===== config.mk =====
export PLATFORM = sky130hd
export DESIGN_NAME = lfsr_axil_slave
export DESIGN_NICKNAME = d
export VERILOG_FILES = /design/src/rtl/lfsr_axil_slave.sv
export SDC_FILE = /design/constraint.sdc
export NUM_CORES = 1
export LEC_CHECK = 0
export CAP_MARGIN = 20
export CORE_MARGIN = 10
export CORE_UTILIZATION = 39
export CTS_BUF_LIST = sky130_fd_sc_hd__clkbuf_4
export DETAILED_ROUTE_END_ITERATION = 10
export GPL_ROUTABILITY_DRIVEN = 0
export PLACE_DENSITY_LB_ADDON = 0.12
export SLEW_MARGIN = 10
export SYNTH_ARGS = -nofsm -noshare
export SYNTH_HDL_FRONTEND = slang
export SYNTH_SLANG_ARGS = --single-unit
export TNS_END_PERCENT = 100

===== constraint.sdc =====
create_clock -name aclk -period 1.77 [get_ports aclk]
set_clock_uncertainty 0.1 [all_clocks]
set_input_delay 0.177 -clock aclk [delete_from_list [all_inputs] [get_ports aclk]]
set_output_delay 0.177 -clock aclk [all_outputs]
set_load 0.02 [all_outputs]

===== src/rtl/lfsr_axil_slave.sv =====
// LFSR stream generator with an AXI-Lite control slave.
// Registers: start (0x0), stop (0x4), seed (0x8), taps (0xC).
module lfsr_axil_slave #(
    parameter int LFSR_W = 8
) (
    input  logic        aclk,
    input  logic        aresetn,
    input  logic [3:0]  lfsr_s_axi_awaddr,
    input  logic        lfsr_s_axi_awvalid,
    output logic        lfsr_s_axi_awready,
    input  logic [31:0] lfsr_s_axi_wdata,
    input  logic        lfsr_s_axi_wvalid,
    output logic        lfsr_s_axi_wready,
    output logic [1:0]  lfsr_s_axi_bresp,
    output logic        lfsr_s_axi_bvalid,
    input  logic        lfsr_s_axi_bready,
    input  logic [3:0]  lfsr_s_axi_araddr,
    input  logic        lfsr_s_axi_arvalid,
    output logic        lfsr_s_axi_arready,
    output logic [31:0] lfsr_s_axi_rdata,
    output logic [1:0]  lfsr_s_axi_rresp,
    output logic        lfsr_s_axi_rvalid,
    input  logic        lfsr_s_axi_rready,
    output logic [31:0] lfsr_m_axis_tdata,
    output logic        lfsr_m_axis_tvalid,
    input  logic        lfsr_m_axis_tready
);

    typedef enum logic {W_IDLE, W_RESP} w_state_t;
    typedef enum logic {R_IDLE, R_DATA} r_state_t;

    w_state_t          w_state;
    r_state_t          r_state;
    logic              start_reg;
    logic              stop_reg;
    logic [LFSR_W-1:0] seed_reg;
    logic [LFSR_W-1:0] taps_reg;
    logic [LFSR_W-1:0] lfsr;
    logic [LFSR_W-1:0] ld_val;
    logic              running;
    logic              wr_hs;
    logic              rd_hs;
    logic              step;
    logic              fb;
    logic              start_ld;
    logic [31:0]       lfsr_ext;
    logic [31:0]       seed_ext;
    logic [31:0]       taps_ext;
    logic [31:0]       rd_mux;
    logic              unused_bits;

    assign unused_bits = ^{lfsr_s_axi_awaddr[1:0],
                           lfsr_s_axi_araddr[1:0],
                           lfsr_s_axi_wdata};

    assign wr_hs = (w_state == W_IDLE) &&
                   lfsr_s_axi_awvalid && lfsr_s_axi_wvalid;
    assign lfsr_s_axi_awready = wr_hs;
    assign lfsr_s_axi_wready  = wr_hs;
    assign lfsr_s_axi_bvalid  = (w_state == W_RESP);
    assign lfsr_s_axi_bresp   = 2'b00;

    assign lfsr_s_axi_arready = (r_state == R_IDLE);
    assign rd_hs              = lfsr_s_axi_arvalid && lfsr_s_axi_arready;
    assign lfsr_s_axi_rvalid  = (r_state == R_DATA);
    assign lfsr_s_axi_rresp   = 2'b00;

    assign running            = start_reg && !stop_reg;
    assign lfsr_m_axis_tvalid = running;
    assign lfsr_m_axis_tdata  = lfsr_ext;
    assign step               = running && lfsr_m_axis_tready;
    assign fb                 = ^(lfsr & taps_reg);
    assign start_ld = wr_hs && (lfsr_s_axi_awaddr[3:2] == 2'd0) &&
                      lfsr_s_axi_wdata[0];
    // An all-zero seed would lock the LFSR, so it is replaced by 1.
    assign ld_val = (seed_reg == '0) ?
                    {{(LFSR_W-1){1'b0}}, 1'b1} : seed_reg;

    always_comb begin
        lfsr_ext = '0;
        seed_ext = '0;
        taps_ext = '0;
        lfsr_ext[LFSR_W-1:0] = lfsr;
        seed_ext[LFSR_W-1:0] = seed_reg;
        taps_ext[LFSR_W-1:0] = taps_reg;
    end

    always_comb begin
        rd_mux = '0;
        case (lfsr_s_axi_araddr[3:2])
            2'd0:    rd_mux = {30'd0, running, start_reg};
            2'd1:    rd_mux = {31'd0, stop_reg};
            2'd2:    rd_mux = seed_ext;
            default: rd_mux = taps_ext;
        endcase
    end

    always_ff @(posedge aclk or negedge aresetn) begin
        if (!aresetn) begin
            w_state   <= W_IDLE;
            start_reg <= 1'b0;
            stop_reg  <= 1'b0;
            seed_reg  <= '0;
            taps_reg  <= '0;
        end else begin
            case (w_state)
                W_IDLE: begin
                    if (wr_hs) begin
                        case (lfsr_s_axi_awaddr[3:2])
                            2'd0:    start_reg <= lfsr_s_axi_wdata[0];
                            2'd1:    stop_reg  <= lfsr_s_axi_wdata[0];
                            2'd2:    seed_reg  <= lfsr_s_axi_wdata[LFSR_W-1:0];
                            default: taps_reg  <= lfsr_s_axi_wdata[LFSR_W-1:0];
                        endcase
                        w_state <= W_RESP;
                    end
                end
                default: begin
                    if (lfsr_s_axi_bready)
                        w_state <= W_IDLE;
                end
            endcase
        end
    end

    always_ff @(posedge aclk or negedge aresetn) begin
        if (!aresetn) begin
            r_state          <= R_IDLE;
            lfsr_s_axi_rdata <= '0;
        end else begin
            case (r_state)
                R_IDLE: begin
                    if (rd_hs) begin
                        lfsr_s_axi_rdata <= rd_mux;
                        r_state          <= R_DATA;
                    end
                end
                default: begin
                    if (lfsr_s_axi_rready)
                        r_state <= R_IDLE;
                end
            endcase
        end
    end

    // A start write wins over a step on the same edge.
    always_ff @(posedge aclk or negedge aresetn) begin
        if (!aresetn)
            lfsr <= '0;
        else if (start_ld)
            lfsr <= ld_val;
        else if (step)
            lfsr <= {lfsr[LFSR_W-2:0], fb};
    end

endmodule

==> flow_summary_export.csv, run 1 <==
group,metric,value,unit
final_layout,seqCellArea,900.9,um^2
critical_path,cp_num_buf_inv,1,
logic_synthesis,synth_cells,196,
grt,grt_max_degree,37,
critical_path,r2r_start,"lfsr_s_axi_bvalid",
timing,min_period,1.685,ns
logic_synthesis,syn_area,2054,um^2
critical_path,cp.required,1.49,ns
floorplanning,core,5107,um^2
final_layout,n_antenna_cell,0,
cts,clock_latency,0.34,ns
logic_synthesis,ys.flop_type,"dfrtp_1",
final_layout,area_growth,21.50,%
cts,post_cts_resized,3,
critical_path,critPathSlowestCell,"clkdlybuf4s50_1",
logic_synthesis,synth_top_family_by_area,"buffers and inverters",
power_and_ir_drop,ir_worst_vdd,0.0005163,V
critical_path,path_max_fanout,4,
cts,htreeDepth,2,
critical_path,crit_family,"buffers and inverters",
floorplanning,die_h,92.58,um
critical_path,cp-start-kind,"flop",
cts,cts_root_buf,"clkbuf_4",
critical_path,crit_chain,"clkdlybuf4s50_1",
cts,numClockSinks,36,
cts,clkTransAtPathRegs,0.11,ns
critical_path,r2r_slack,0.21,ns
logic_synthesis,async_reset_ff_share,100.0,%
cts,hold_buffers,0,
grt,track_usage,11.31,%
logic_synthesis,synth_edf_count,0,
final_layout,fillers,494,
grt,grt_first_pass_wirelength,7.762,mm
routing,vias,1361,
power_and_ir_drop,switching_power,1.157,mW
final_layout,final_cells,321,
timing,setup_slack,0.08471,ns
cts,cts_setup_buffers,0,
critical_path,rr_worst_depth,6,
logic_synthesis,yosysWarningCount,0,
job,cap_violations,0,
timing,fin_crit_sh,95.21,%
timing,hold_viol,0,
timing,max_freq,593.4,MHz
routing,drtIter0Drc,69,
logic_synthesis,synth_area_per_cell,10.48,um^2
floorplanning,start_util,40.23,%
routing,wirelength,4.686,mm
final_layout,drive_gt1_share,16.73,%
critical_path,timing.rr.end,"taps_reg[5]",
floorplanning,rows,26,
grt,grt-ovfl-total,0,
logic_synthesis,ys_ff_latch,36,
placement,dp_cells,313,
placement,dpl.hpwl,3.725,mm
logic_synthesis,synthMuxAreaShare,17.78,%
placement,dp_slack,-0.01405,ns
routing,drc,0,
power_and_ir_drop,power_density,1272,nW/um^2
grt,grt_pass1_vias,1433,
timing,final_max_slew_viol_count,0,
critical_path,startpoint,"lfsr[1]",
power_and_ir_drop,p_comb_share,40.1,%
logic_synthesis,synth.distinct_cells,24,
power_and_ir_drop,p_sw_share,36.43,%
logic_synthesis,synth_top_area_cell,"dfrtp_1",
cts,cts_buffers,5,
floorplanning,die-width,92.58,um
placement,portBuffers,41,
critical_path,arrival,1.41,ns
critical_path,crit_type,"reg -> out",
routing,first_pass_iters,4,
timing,rsz0062_at_grt,"no",
floorplanning,boundaryPins,122,
logic_synthesis,synth_compound_area_share,5.359,%
routing,via_per_inst,4.240,
critical_path,end_kind,"output pin",
power_and_ir_drop,pwr-share-clk,18.8,%
logic_synthesis,synth_fa_ha_area_share,0,%
placement,placed_area,2417,um^2
grt,grt_antenna_before_repair,0,
logic_synthesis,yosysTopAreaCellShare,43.85,%
timing,setup_viol,0,
critical_path,cpPeakStageDelay,0.63,ns
cts,tritoncts,"built",
final_layout,final_net_count,298,
timing,finalHoldWorstSlack,0.1357,ns
floorplanning,dieArea,8571,um^2
final_layout,fin_area,2496,um^2
logic_synthesis,synth_top_cells_by_area,"dfrtp_1, buf_4, mux2_2",
routing,wl_per_cell,14.60,um
cts,clk_path_buf_depth,2,
logic_synthesis,synthXorXnorAreaFrac,2.984,%
routing,ant_nets,0,
power_and_ir_drop,intPower,2.018,mW
final_layout,multiInputGateArea,919.6,um^2
logic_synthesis,synth_simple_gate_area_share,9.135,%
power_and_ir_drop,pwr-share-seq,41.2,%
power_and_ir_drop,finalPower,3.175,mW
min_path,worstHoldPathType,"in -> async",
run_status,outcome,"finished clean",
power_and_ir_drop,leakage,1.210,nW
logic_synthesis,yosysSeqAreaShare,43.85,%
## area by class of cell
cell class,count,area share (%)
repair buffers,51,19.90
multi-input cells,153,36.84
well taps,70,3.509
clock inverters,2,1.404
clock buffers,6,1.805
flip-flops and latches,36,36.09
inverters,3,0.4511
## power by group through the flow
stage               Combinational (mW)  Clock (mW)  Sequential (mW)
global route                      1.38       0.653             1.36
floorplan                        0.712           0             1.44
global placement                  1.29           0             1.33
detailed placement                1.29           0             1.33
finish                            1.27       0.596             1.31
CTS                               1.29       0.618             1.31
## cells in the mapped netlist (2+ instances only)
cell and instances:
buf_4 53, dfrtp_1 36, nand2_1 19, mux2_2 18, mux2i_1 14, nor2_1 11
o21ai_0 10, a21oi_1 8, xnor2_1 5, inv_1 3, nand3_2 3, a31oi_1 2
nand3_1 2, xor2_1 2
## worst max-delay path by stage
stage | endpoint | depth (start not counted)
floorplan | seed_reg[0] | 6
global placement | taps_reg[3] | 6
detailed placement | taps_reg[5] | 6
CTS | lfsr_s_axi_arready | 2
global route | lfsr_m_axis_tdata[2] | 1
finish | lfsr_m_axis_tdata[1] | 1
## logic make-up (layout without fill, tap and decap cells)
logic type	Yosys count	after routing
AOI/OAI and AO/OA	21	21
buffers and inverters	58	62
and+or+nand+nor	40	40
other	1	52
muxes	33	33
xor gates and xnor gates	7	7
DFF	36	36
## cells in the final DEF (no fill, tap or decap), drive strengths merged, types with 2 or more instances in the layout
| master | count |
|---|---|
| nand2 | 20 |
| inv | 3 |
| xor2 | 2 |
| clkbuf | 6 |
| a21oi | 8 |
| nand3 | 5 |
| dlygate4sd2 | 3 |
| a31oi | 2 |
| o21ai | 10 |
| mux2 | 18 |
| mux2i | 14 |
| clkdlybuf4s50 | 37 |
| nor2 | 12 |
| buf | 10 |
| dfrtp | 36 |
| xnor2 | 5 |
| conb | 52 |
## per-stage QoR
| step | utilization (%) | TNS [ns] |
|---|---|---|
| 2_1_floorplan | - | 0 |
| 3_3_place_gp | 47.33 | -0.07615 |
| 3_5_place_dp | 47.33 | -0.08067 |
| 4_1_cts | 48.82 | 0 |
| 5_1_grt | 48.87 | 0 |
| 6_report | 48.87 | 0 |
## routing by layer
layer | GRT usage (%) | up-vias | part of all wire [%]
met5 | 0 | - | 0
met4 | 4.242 | 0 | 0.49
met3 | 6.457 | 2 | 13
met2 | 16.94 | 64 | 45
met1 | 13.15 | 638 | 42
li1 | - | 657 | -
Power figures use the tool's default switching activity.
==> run 2: changes to the inputs <==
--- a/config.mk
+++ b/config.mk
@@ -12,6 +12,7 @@
 export DETAILED_ROUTE_END_ITERATION = 10
 export GPL_ROUTABILITY_DRIVEN = 0
 export PLACE_DENSITY_LB_ADDON = 0.12
+export REMOVE_ABC_BUFFERS = 1
 export SLEW_MARGIN = 10
 export SYNTH_ARGS = -nofsm -noshare
 export SYNTH_HDL_FRONTEND = slang
==> run 2 against run 1 <==
Against the previous run:
- die area stayed put
- non-clock buffer count is the same
- final cell count is the same
- sequential power about the same
- hold slack got worse by 0.0060 ns
- largest cell class unchanged
- sequential cell count did not move
- register-to-register slack better by 0.05 ns
- clock power about the same
- first-iteration DRC count shrank 62%
- setup slack improved by 0.0088 ns
- utilization rose by 0.49 points
- critical endpoint is now lfsr_m_axis_tdata[4]
- wire length up 0.96%
==> flow_summary_export.csv, run 2 (synthesis gave the netlist of run 1 again) <==
group,metric,value,unit
final_layout,final_net_count,298,
grt,track_usage,11.21,%
critical_path,crit_family,"buffers and inverters",
timing,setup_tns,0,ns
routing,drtIter0Drc,26,
job,cap_violations,0,
final_layout,mostFrequentLayoutCell,"conb_1",
critical_path,rr_worst_depth,9,
critical_path,cp-start-kind,"flop",
placement,dp_cells,313,
cts,clk_path_buf_depth,2,
critical_path,cpPeakStageDelay,0.63,ns
routing,first_pass_iters,4,
critical_path,crit_cells,1,
timing,fin_crit_sh,94.72,%
critical_path,path_max_fanout,4,
critical_path,r2r_slack,0.26,ns
critical_path,cp.required,1.49,ns
timing,max_freq,596.5,MHz
timing,final_max_slew_viol_count,0,
timing,min_period,1.677,ns
timing,hold_viol,0,
critical_path,cp_num_buf_inv,1,
cts,htreeDepth,2,
routing,via_per_inst,4.237,
critical_path,critPathCapture,"lfsr_m_axis_tdata[4]",
placement,placed_area,2442,um^2
critical_path,end_kind,"output pin",
final_layout,final_cell_mix,"conb_1, clkdlybuf4s50_1, dfrtp_1, nand2_1, mux2_2",
critical_path,r2r_start,"lfsr_s_axi_bvalid",
critical_path,crit_chain,"clkdlybuf4s50_1",
floorplanning,dieArea,8571,um^2
routing,drc,0,
final_layout,area_growth,22.72,%
cts,tritoncts,"built",
cts,cts_root_buf,"clkbuf_4",
routing,wl_per_cell,14.74,um
routing,wirelength,4.731,mm
final_layout,n_antenna_cell,0,
grt,grt-ovfl-total,0,
run_status,outcome,"finished clean",
grt,grt_pass1_vias,1487,
power_and_ir_drop,ir_worst_vdd,0.0006483,V
timing,rsz0062_at_grt,"no",
critical_path,startpoint,"lfsr[4]",
timing,setup_viol,0,
floorplanning,die_h,92.58,um
grt,grt_max_degree,37,
routing,ant_nets,0,
routing,vias,1360,
cts,numClockSinks,36,
cts,cts_buffers,5,
power_and_ir_drop,leakage,1.223,nW
floorplanning,rows,26,
final_layout,final_cells,321,
floorplanning,core,5107,um^2
floorplanning,die-width,92.58,um
final_layout,fin_area,2521,um^2
cts,clock_latency,0.34,ns
min_path,worstHoldPathType,"in -> async",
critical_path,arrival,1.40,ns
critical_path,timing.rr.end,"lfsr[3]",
critical_path,crit_type,"reg -> out",
grt,grt_antenna_before_repair,0,
floorplanning,start_util,40.23,%
final_layout,drive_gt1_share,16.73,%
placement,portBuffers,41,
power_and_ir_drop,power_density,1262,nW/um^2
cts,clkTransAtPathRegs,0.12,ns
critical_path,critPathSlowestCell,"clkdlybuf4s50_1",
placement,dpl.hpwl,3.789,mm
floorplanning,boundaryPins,122,
grt,grt_first_pass_wirelength,7.803,mm
## run 2: report_power, final
group / internal, mW / total (mW) / switching [mW]
registers: 1.08 / 1.31 / 0.232
logic: 0.635 / 1.28 / 0.646
clock network: 0.312 / 0.594 / 0.282
total: 2.02 / 3.18 / 1.16
## run 2: area by class of cell
type | count | area, um^2
clock buffer | 6 | 45.04
clock inverter | 2 | 35.03
fill | 482 | 2586
inverter | 3 | 11.26
multi-input combinational | 153 | 919.6
sequential | 36 | 900.9
tap | 70 | 87.58
timing repair buffer | 51 | 521.8
## run 2: worst min-delay path by stage
stage                                     end  slack (ns)  cells past startpoint
after global placement    lfsr_s_axi_rdata[1]        0.37                      2
after global routing        lfsr_s_axi_bvalid        0.17                      2
after CTS                             lfsr[1]        0.15                      2
after floorplan                       lfsr[0]       -0.22                      0
after detailed placement  lfsr_s_axi_rdata[1]        0.37                      2
final                                 lfsr[1]        0.13                      2
## run 2: metal layers
| layer | wire length, um | up-vias | GRT usage, % |
|---|---|---|---|
| li1 | - | 670 | - |
| met1 | 1975 | 616 | 12.88 |
| met2 | 2127 | 70 | 17.35 |
| met3 | 607 | 4 | 6.134 |
| met4 | 21 | 0 | 3.856 |
| met5 | 0 | - | 0 |
## run 2: through the flow
step | utilization, % | total power, mW | hold WS (ns) | setup WS (ns)
2_1_floorplan | - | 2.054 | -0.2186 | -0.09339
3_3_place_gp | 47.82 | 2.618 | 0.3650 | 0.02756
3_5_place_dp | 47.82 | 2.635 | 0.3722 | 0.01153
4_1_cts | 49.31 | 3.224 | 0.1471 | 0.03114
5_1_grt | 49.36 | 3.406 | 0.1702 | 0.01961
6_report | 49.36 | 3.183 | 0.1297 | 0.09346
## run 2: repair_timing
action,4_1_cts,5_1_grt
setup endpoints to repair,3,1
endpoints found under the hold margin,0,0
setup buffers,0,0
resized for setup,3,1
hold buffers,0,0
pin swaps,0,0
